`src/rtl/bus_arbiter.sv`:
```
// Round-robin arbiter that hands one shared master bus to NUM_REQ requesters, one transfer at a time.
// Optional watchdog abort of stalled transfers is enabled by defining BUS_ARB_TIMEOUT_EN.
module bus_arbiter #(
  parameter int NUM_REQ     = 4,
  parameter int ADDR_W      = 32,
  parameter int DATA_W      = 32,
  parameter int TIMEOUT_CYC = 16
) (
  input  logic                      clk,
  input  logic                      rst,
  input  logic [NUM_REQ-1:0]        req_valid,
  input  logic [NUM_REQ*ADDR_W-1:0] req_addr,
  input  logic [NUM_REQ*DATA_W-1:0] req_data,
  input  logic [NUM_REQ-1:0]        req_rw,
  output logic [NUM_REQ-1:0]        req_done,
  output logic [NUM_REQ-1:0]        gnt,
  output logic [ADDR_W-1:0]         bus_addr,
  output logic [DATA_W-1:0]         bus_data,
  output logic                      bus_rw,
  output logic                      bus_valid,
  input  logic                      bus_ready,
  output logic                      busy,
  output logic                      timeout_err
);

  localparam int IDX_W = $clog2(NUM_REQ);

  if (NUM_REQ < 2 || NUM_REQ > 8 || TIMEOUT_CYC < 1) begin : g_bad_cfg
    $error("bus_arbiter: unsupported NUM_REQ or TIMEOUT_CYC");
  end

  typedef enum logic {IDLE, BUSY} state_t;

  state_t             state_q;
  logic [IDX_W-1:0]   last_q;
  logic [IDX_W-1:0]   win_q;
  logic [IDX_W-1:0]   win_d;
  logic [IDX_W-1:0]   cand;
  logic               found;
  logic [NUM_REQ-1:0] gnt_q;
  logic [NUM_REQ-1:0] done_q;
  logic [ADDR_W-1:0]  addr_q;
  logic [DATA_W-1:0]  data_q;
  logic               rw_q;
  logic               valid_q;

`ifdef BUS_ARB_TIMEOUT_EN
  localparam int CNT_W = $clog2(TIMEOUT_CYC + 1);
  logic [CNT_W-1:0]   cnt_q;
  logic               tmo_q;
`endif

  // Rotating search: the requester right after the last winner has highest priority.
  always_comb begin
    win_d = '0;
    cand  = '0;
    found = 1'b0;
    for (int k = 1; k <= NUM_REQ; k++) begin
      cand = IDX_W'((int'(last_q) + k) % NUM_REQ);
      if (!found && req_valid[cand]) begin
        win_d = cand;
        found = 1'b1;
      end
    end
  end

  always_ff @(posedge clk) begin
    if (rst) begin
      state_q <= IDLE;
      last_q  <= IDX_W'(NUM_REQ - 1);
      win_q   <= '0;
      gnt_q   <= '0;
      done_q  <= '0;
      addr_q  <= '0;
      data_q  <= '0;
      rw_q    <= 1'b0;
      valid_q <= 1'b0;
`ifdef BUS_ARB_TIMEOUT_EN
      cnt_q   <= '0;
      tmo_q   <= 1'b0;
`endif
    end else begin
      done_q <= '0;
`ifdef BUS_ARB_TIMEOUT_EN
      tmo_q  <= 1'b0;
`endif
      case (state_q)
        IDLE: begin
          if (|req_valid) begin
            state_q <= BUSY;
            win_q   <= win_d;
            gnt_q   <= NUM_REQ'(1) << win_d;
            addr_q  <= req_addr[int'(win_d)*ADDR_W +: ADDR_W];
            data_q  <= req_data[int'(win_d)*DATA_W +: DATA_W];
            rw_q    <= req_rw[win_d];
            valid_q <= 1'b1;
`ifdef BUS_ARB_TIMEOUT_EN
            cnt_q   <= '0;
`endif
          end
        end
        BUSY: begin
          // bus_valid is always high in BUSY, so ready alone completes the transfer.
          if (bus_ready) begin
            state_q <= IDLE;
            gnt_q   <= '0;
            valid_q <= 1'b0;
            done_q  <= gnt_q;
            last_q  <= win_q;
          end
`ifdef BUS_ARB_TIMEOUT_EN
          else if (cnt_q == CNT_W'(TIMEOUT_CYC - 1)) begin
            state_q <= IDLE;
            gnt_q   <= '0;
            valid_q <= 1'b0;
            tmo_q   <= 1'b1;
            last_q  <= win_q;
          end else begin
            cnt_q <= cnt_q + 1'b1;
          end
`endif
        end
        default: state_q <= IDLE;
      endcase
    end
  end

  assign gnt       = gnt_q;
  assign req_done  = done_q;
  assign bus_addr  = addr_q;
  assign bus_data  = data_q;
  assign bus_rw    = rw_q;
  assign bus_valid = valid_q;
  assign busy      = (state_q == BUSY);
`ifdef BUS_ARB_TIMEOUT_EN
  assign timeout_err = tmo_q;
`else
  assign timeout_err = 1'b0;
`endif

endmodule

```
`config.mk`:
```
export PLATFORM = sky130hd
export DESIGN_NAME = bus_arbiter
export DESIGN_NICKNAME = d
export VERILOG_FILES = /design/src/rtl/bus_arbiter.sv
export SDC_FILE = /design/constraint.sdc
export NUM_CORES = 1
export LEC_CHECK = 0
export ABC_CLOCK_PERIOD_IN_PS = 1700
export BUFFER_PORTS_ARGS = -buffer_cell sky130_fd_sc_hd__buf_2
export CAP_MARGIN = 10
export CORE_MARGIN = 10
export CORE_UTILIZATION = 37
export CTS_CLUSTER_SIZE = 30
export DETAILED_ROUTE_END_ITERATION = 8
export PLACE_DENSITY = 0.77
export SKIP_LAST_GASP = 1
export SYNTH_ARGS = -nofsm -noshare
export SYNTH_HDL_FRONTEND = slang
export SYNTH_SLANG_ARGS = --single-unit
```
`constraint.sdc`:
```
create_clock -name clk -period 1.7 [get_ports clk]
set_clock_uncertainty 0.05 [all_clocks]
set_input_delay 0.255 -clock clk [delete_from_list [all_inputs] [get_ports clk]]
set_output_delay 0.255 -clock clk [all_outputs]
set_load 0.01 [all_outputs]
```
==> flow_summary.ini, run 1 <==
[synthesis]
synth_cell_type_count = 32
syn-num-nets = 788
synth_seq_cells = 79
synth.yosys.seq_area_share_pct = 33.5
synthFlopType = dfxtp_1
synth_area_leader_cell = dfxtp_1
synth.most_common_cell = dfxtp_1
yosysWarnings = 0
mappedNetlistArea_um2 = 4730
synth_common_cells = 79 x dfxtp_1, 67 x o21ai_0, 66 x o22ai_1
synthArstFlopShare_pct = 0
ys_top_cells_by_area = dfxtp_1 33%, mux2i_1 14%, o22ai_1 8.7%
syn_avg_cell_area_um2 = 9.07
synth-edff-count = 0
synth.top_cell.area_share_pct = 33.5
syn_inst = 521

[timing]
layout_setup_ws_ns = -0.0489
min_period_ns = 1.75
fmax_mhz = 572
period_share_pct = 103
grt_setup_unrepaired = yes
finalSetupTns_ns = -0.319
setup_violations = 16
final-max-slew-violation-count = 0
hold_viol_final = 0
holdWs_ns = 0.139

[routing]
avgRoutedWirePerCell_um = 20.9
avgViaCountPerCell = 5.51
drt_iter0_markers = 335
vias = 5771
dr.pass1.iters = 4
route.detailed.drc = 0
drt-total-wl_um = 21900
ant_nets = 0

[final_layout]
fin_nets = 1137
fin_area_um2 = 7680
area_growth_pct = 62.6
drive_above_1_share_pct = 59.7
num_antenna_cells = 0

[clock_tree]
cts-hold-fix-buffers = 0
clockBufferDepth = 2
path_clk_slew_ns = 0.07
clock_sinks = 79
h-tree-depth = 3
cts_tree = done
cts-root-buf = clkbuf_16
clock_latency_ns = 0.34
numCtsBuffers = 9

[pwr]
power.density_nw_per_um2 = 856
power.leakage_nw = 3.60
peakVddDrop_v = 0.000483
finalPower_mw = 6.58

[run_status]
violations = negative setup slack
outcome = finished, violations left

[placed_design]
dpl_cell_area_um2 = 6900
globalplace.congestion = 0.852
portBuffers = 341
place_hpwl_um = 16400
place_ws_ns = -0.175

[grt]
grt.overflow.total = 0
antenna_found_initial = 0
track_usage_pct = 22.3
grt_max_degree = 50
grt_pass1_wl_um = 32200
first_global_vias = 5998

[setup_path]
setup.worst_path.end_class = flop
worstPathRequired_ns = 1.88
crit_fanout = 27
criticalPathCategory = flop to flop
cp.arrival_ns = 1.93
worstSetupStartpointType = flop

[floorplanning]
chipHeight_um = 133
placementRows = 41
ios = 343
dieArea_um2 = 17700
dieWidth_um = 133
core-area_um2 = 12600
start_util_pct = 37.6

[min_path]
min_path_type = input port to flop

[flow_run]
drv_cap = 0
## final cells by class
cell class / count / area (µm²)
Clock buffer: 9 / 225
Clock inverter: 7 / 80.1
Fill cell: 1067 / 4880
Inverter: 3 / 11.3
Multi-Input combinational cell: 386 / 3200
Sequential cell: 79 / 1590
Tap cell: 172 / 215
Timing Repair Buffer: 391 / 2360
## metal layers
layer	wire [µm]	up-vias	GRT usage [%]
met4	444	0	6.97
met5	0	-	0
met1	8410	2678	24.8
met2	10800	329	38.5
met3	2230	31	8.29
li1	-	2733	-
## path summary, 6_finish.rpt
path	from	end	slack [ns]	cells past startpoint
worst min-delay path	req_addr[106]	bus_addr[10]	0.14	3
worst min register to register	win_q[1]	last_q[1]	0.43	2
worst max register to register	last_q[0]	bus_addr[24]	-0.05	6
worst max-delay path	last_q[0]	bus_addr[24]	-0.05	6
## stage by stage
stage | instances | util [%]
global placement | 1021 | 54.9
floorplan | 521 | -
global route | 1047 | 61.1
CTS | 1043 | 58.7
detailed placement | 1021 | 54.9
finish | 1047 | 61.1
## worst max-delay path, cell delays in order, from the launching register on
cell and delay (ns):
dfxtp_4 0.36, nand2b_4 0.16, a22o_1 0.18, a22o_2 0.29, buf_12 0.18, a221oi_2 0.27, o22ai_1 0.11
## cell families (layout without fill, tap and decap cells)
kind of cell           count (synthesis)  after routing  share of synthesized area, %
DFF                                   79             79                          33.5
buffers and inverters                 56            410                          6.27
AOI/OAI and AO/OA                    216            216                          33.4
and+or+nand+nor                      104            104                          13.0
other                                  1              1                        0.0793
muxes                                 65             65                          13.8
## layout by cell type, fill, tap and decap left out, drive strengths merged
master	netlist	layout
nor2b	2	2
o21ai	67	67
o21a	1	1
nand2b	25	25
mux2i	65	65
conb	1	1
a22o	2	2
o221a	1	1
o221ai	1	1
a21oi	10	10
nor2	8	8
bufinv	0	1
dfxtp	79	79
or2	45	45
nand3b	1	1
inv	3	5
nand2	9	9
clkinv	0	2
clkbuf	33	12
nor3	2	2
a221oi	65	65
clkinvlp	0	2
a211oi	2	2
o22ai	66	66
o211a	1	1
nor3b	4	4
nand3	8	8
buf	20	388
## report_power, final
group          switching [mW]  internal (mW)  total, mW  leakage (nW)
Combinational            1.19           1.18       2.37          2.80
Clock                   0.854           1.16       2.01         0.143
Sequential              0.110           2.09       2.20         0.657
Total                    2.16           4.42       6.58          3.60
## flip-flops by register name, indices dropped and copies added, names as in the netlist
register / count
bus_data: 32
last_q: 2
bus_valid: 1
req_done: 4
bus_rw: 1
win_q: 2
bus_addr: 32
busy: 1
gnt: 4
## repair_timing
item	4_1_cts	5_1_grt
cloned	1	3
endpoints found under the setup margin	65	65
resized for setup	21	42
pin swaps	5	13
buffers inserted	5	2
(Power assumes the default switching activity.)
==> inputs of run 2 (changes only) <==
CELL_PAD_IN_SITES_DETAIL_PLACEMENT = 0   (was not set)
CELL_PAD_IN_SITES_GLOBAL_PLACEMENT = 1   (was not set)
CORE_UTILIZATION = 26   (was 37)
PLACE_DENSITY = not set   (was 0.77)
PLACE_DENSITY_LB_ADDON = 0.1   (was not set)
==> flow_summary.ini, run 2 (synthesis results as in run 1) <==
[floorplanning]
placementRows = 49
dieWidth_um = 155
chipHeight_um = 155
core-area_um2 = 17900
dieArea_um2 = 24000
start_util_pct = 26.4
ios = 343

[setup_path]
crit_fanout = 14
criticalPathCategory = flop to flop
crit_chain = buf_6 -> a22o_1 -> a22o_4 -> buf_12 -> a221oi_1 -> o22ai_1
worstPathRequired_ns = 1.87
cp.arrival_ns = 1.95
path_buf_inv = 2
critPathMaxStageDelay_ns = 0.37
setup.worst_path.end_class = flop
worstSetupStartpointType = flop
cp_top_family = compound AO/OA/AOI/OAI gates
critPathSlowestCell = dfxtp_4

[clock_tree]
clock_sinks = 79
h-tree-depth = 3
clockBufferDepth = 2
numCtsBuffers = 9
path_clk_slew_ns = 0.07
cts-root-buf = clkbuf_16
cts_tree = done
clock_latency_ns = 0.33

[final_layout]
layout_commonest_cell = buf_2
layout_common_cells = 341 x buf_2, 77 x dfxtp_1, 67 x o21ai_0
multiInputGateArea_um2 = 3440
num-fill-cells = 1784
fin_nets = 1159
drive_above_1_share_pct = 62.5
area_growth_pct = 74.9
seqCellArea_um2 = 1590

[routing]
route.detailed.drc = 0
avgRoutedWirePerCell_um = 22.5
vias = 5838
avgViaCountPerCell = 5.18
drt_iter0_markers = 254
drt-total-wl_um = 25400
ant_nets = 0
dr.pass1.iters = 4

[placed_design]
portBuffers = 341
globalplace.congestion = 0.939
place_hpwl_um = 18300

[grt]
track_usage_pct = 19.0
grt_pass1_wl_um = 36100
antenna_found_initial = 2
first_global_vias = 6154
grt_max_degree = 70
grt.overflow.total = 0

[timing]
final-max-slew-violation-count = 0
grt_setup_unrepaired = yes
fmax_mhz = 564
holdWs_ns = 0.134
hold_viol_final = 0
layout_setup_ws_ns = -0.0729
min_period_ns = 1.77
setup_violations = 47
period_share_pct = 104
finalSetupTns_ns = -1.40

[min_path]
min_path_type = input port to flop

[flow_run]
drv_cap = 0

[pwr]
intPower_mw = 4.66
combPwrFrac_pct = 38.9
p_seq_share_pct = 31.8
switching_share_pct = 32.6
power.leakage_nw = 3.81
peakVddDrop_v = 0.000433
pwr-share-clk_pct = 29.3
power.density_nw_per_um2 = 837
p_switching_mw = 2.26

[run_status]
outcome = finished, violations left
violations = negative setup slack
run 2: cell types whose count changed in the layout (fill, tap and decap cells not counted), sizes merged:
cell / previous run / this run
buf: 388 / 409
bufbuf: 0 / 1
clkbuf: 12 / 14
clkinv: 2 / 3
clkinvlp: 2 / 1
diode: 0 / 1
inv: 5 / 3
run 2: per-stage QoR:
stage / utilization [%] / worst slack (ns) / area, µm² / cells / power [mW]
finish: 46.2 / -0.0729 / 8270 / 1127 / 6.91
global route: 46.2 / -0.138 / 8270 / 1127 / 7.27
CTS: 43.0 / -0.0546 / 7700 / 1116 / 6.70
detailed placement: 39.5 / -0.196 / 7070 / 1094 / 4.44
global placement: 39.5 / -0.110 / 7070 / 1094 / 4.41
floorplan: - / 0.0155 / 4730 / 521 / 3.36
run 2: metal layers:
| metal | vias up | GRT usage (%) | part of all wire, % |
|---|---|---|---|
| met5 | - | 0 | 0 |
| met4 | 0 | 4.68 | 1.4 |
| met1 | 2755 | 21.6 | 40 |
| met2 | 268 | 33.3 | 50 |
| li1 | 2791 | - | - |
| met3 | 24 | 6.57 | 9.0 |
run 2: layout make-up:
cell class | instances | area share [%]
diodes | 1 | 0.0303
clock buffers | 11 | 3.06
clock inverters | 5 | 0.681
repair buffers | 413 | 31.8
well taps | 229 | 3.47
multi-input cells | 386 | 41.7
inverters | 3 | 0.136
flip-flops and latches | 79 | 19.2
run 2: worst register-to-register path, stage by stage (launching register included):
cell and delay, ns:
dfxtp_4 0.37, buf_6 0.13, a22o_1 0.21, a22o_4 0.33, buf_12 0.19, a221oi_1 0.27
o22ai_1 0.11
run 2: what timing repair did:
action	4_1_cts	5_1_grt
cloned	4	5
buffers inserted	3	8
gates resized for setup	34	77
setup endpoints to repair	65	65
pin swaps	3	33
hold buffers	0	0
run 2: power groups by stage:
| stage | Combinational, mW | Sequential, mW | Clock [mW] |
|---|---|---|---|
| 4_1_cts | 2.40 | 2.20 | 2.09 |
| 6_report | 2.69 | 2.20 | 2.03 |
| 3_3_place_gp | 2.18 | 2.23 | 0 |
| 5_1_grt | 2.89 | 2.23 | 2.16 |
| 3_5_place_dp | 2.20 | 2.24 | 0 |
| 2_1_floorplan | 1.02 | 2.34 | 0 |
run 2: worst paths after layout:
path                               startpoint           end  slack (ns)  cells after the start
worst max-delay path                last_q[1]   bus_data[4]       -0.07                      6
worst min-delay path            req_data[113]  bus_data[17]        0.13                      3
worst max register to register      last_q[1]   bus_data[4]       -0.07                      6
worst min register to register       win_q[1]     last_q[1]        0.43                      2
==> inputs of run 3 (changes only) <==
ABC_CLOCK_PERIOD_IN_PS = not set   (was 1700)
CORE_UTILIZATION = 30   (was 26)
clock period = 2.2 ns   (was 1.7 ns; I/O delays follow)
==> flow_summary.ini, run 3 (synthesis results as in run 1) <==
[run_status]
outcome = complete, no violations

[floorplanning]
placementRows = 45
ios = 343
chipHeight_um = 146
dieWidth_um = 146
dieArea_um2 = 21200
start_util_pct = 30.9
core-area_um2 = 15300

[pwr]
peakVddDrop_v = 0.000579
power.leakage_nw = 3.33
power.density_nw_per_um2 = 693

[clock_tree]
cts_tree = done
h-tree-depth = 3
path_clk_slew_ns = 0.06
clock_latency_ns = 0.34
numCtsBuffers = 9
clock_sinks = 79
clockBufferDepth = 2
cts-root-buf = clkbuf_16

[setup_path]
startpoint = last_q[0]
setup.worst_path.end_class = flop
r2r_start = last_q[0]
r2r_end = bus_data[18]
rrSetupSlack_ns = 0.18
worstPathRequired_ns = 2.37
criticalPathCategory = flop to flop
cp.arrival_ns = 2.19
worstSetupStartpointType = flop
reg2reg_depth = 6
crit_end = bus_data[18]
crit_fanout = 35

[routing]
dr.pass1.iters = 4
route.detailed.drc = 0
avgViaCountPerCell = 5.23
avgRoutedWirePerCell_um = 21.9
vias = 5521
drt-total-wl_um = 23200
drt_iter0_markers = 268
ant_nets = 0

[timing]
setup_violations = 0
grt_setup_unrepaired = no
hold_viol_final = 0
period_share_pct = 91.8
min_period_ns = 2.02
fmax_mhz = 495
final-max-slew-violation-count = 0
finalSetupTns_ns = 0
layout_setup_ws_ns = 0.181

[final_layout]
seqCellArea_um2 = 1580
multiInputGateArea_um2 = 2900
fin_nets = 1105
layout_common_cells = 341 x buf_2, 78 x dfxtp_1, 67 x o21ai_0
area_growth_pct = 47.7
layout_commonest_cell = buf_2
num-fill-cells = 1544
drive_above_1_share_pct = 53.0

[grt]
global_route.peak_usage_layer = met2
grt_pass1_wl_um = 35200
track_usage_pct = 20.9
grt.overflow.total = 0
antenna_found_initial = 2
use_met1_pct = 23.3
grt_max_degree = 56
first_global_vias = 5915
gr-usage-met3_pct = 7.92
grt_use_met2_pct = 36.7

[min_path]
min_path_type = input port to flop

[placed_design]
globalplace.congestion = 0.844
place_ws_ns = 0.0915
portBuffers = 341
place_hpwl_um = 17800

[flow_run]
drv_cap = 0
run 3: how the worst min path moves through the flow:
stage                 start          end  slack [ns]  cells after the start
2_1_floorplan      win_q[1]    last_q[1]        0.40                      2
3_3_place_gp      bus_valid    bus_valid        0.42                      2
3_5_place_dp         gnt[2]       gnt[2]        0.43                      2
4_1_cts           bus_ready    last_q[0]        0.21                      3
5_1_grt        req_addr[97]  bus_addr[1]        0.21                      3
6_report          bus_ready    last_q[0]        0.21                      3
run 3: layer usage:
metal | share of wire [%] | wire [µm] | up-vias
met5 | 0.056 | 13 | -
met4 | 1.5 | 346 | 2
met3 | 8.7 | 2010 | 20
met2 | 50 | 11600 | 264
met1 | 40 | 9220 | 2567
li1 | - | - | 2668
run 3: area by class of cell:
cell class | instances | share of cell area, %
sequential | 79 | 22.7
inverter | 3 | 0.161
multi-input combinational | 386 | 41.5
timing repair buffer | 359 | 27.5
tap | 211 | 3.78
clock inverter | 3 | 0.573
clock buffer | 13 | 3.87
antenna | 1 | 0.0358
run 3: timing repair:
action,CTS,global route
buffers inserted,0,0
hold endpoints to repair,0,0
resized for setup,0,2
hold buffers,0,0
endpoints found under the setup margin,0,1
run 3: stage by stage:
stage / instances / hold WS (ns) / power [mW] / area [µm²] / util (%)
floorplan: 521 / 0.403 / 2.59 / 4730 / -
global placement: 1038 / 0.420 / 3.28 / 6660 / 43.5
detailed placement: 1038 / 0.426 / 3.30 / 6660 / 43.5
CTS: 1054 / 0.205 / 4.90 / 6970 / 45.5
global route: 1055 / 0.213 / 5.10 / 6980 / 45.6
finish: 1055 / 0.212 / 4.84 / 6980 / 45.6
run 3: critical path, cell delays in order (launching register included):
cell	delay (ns)
dfxtp_1	0.43
nand2b_1	0.25
a21oi_1	0.14
nor3_4	0.28
buf_12	0.29
mux2i_1	0.30
o22ai_1	0.12
run 3: power by group:
part | switching, mW | total, mW | leakage (nW) | internal [mW]
clock | 0.610 | 1.58 | 0.156 | 0.969
sequential | 0.0897 | 1.70 | 0.657 | 1.61
combinational | 0.840 | 1.55 | 2.52 | 0.715
total | 1.54 | 4.84 | 3.33 | 3.30
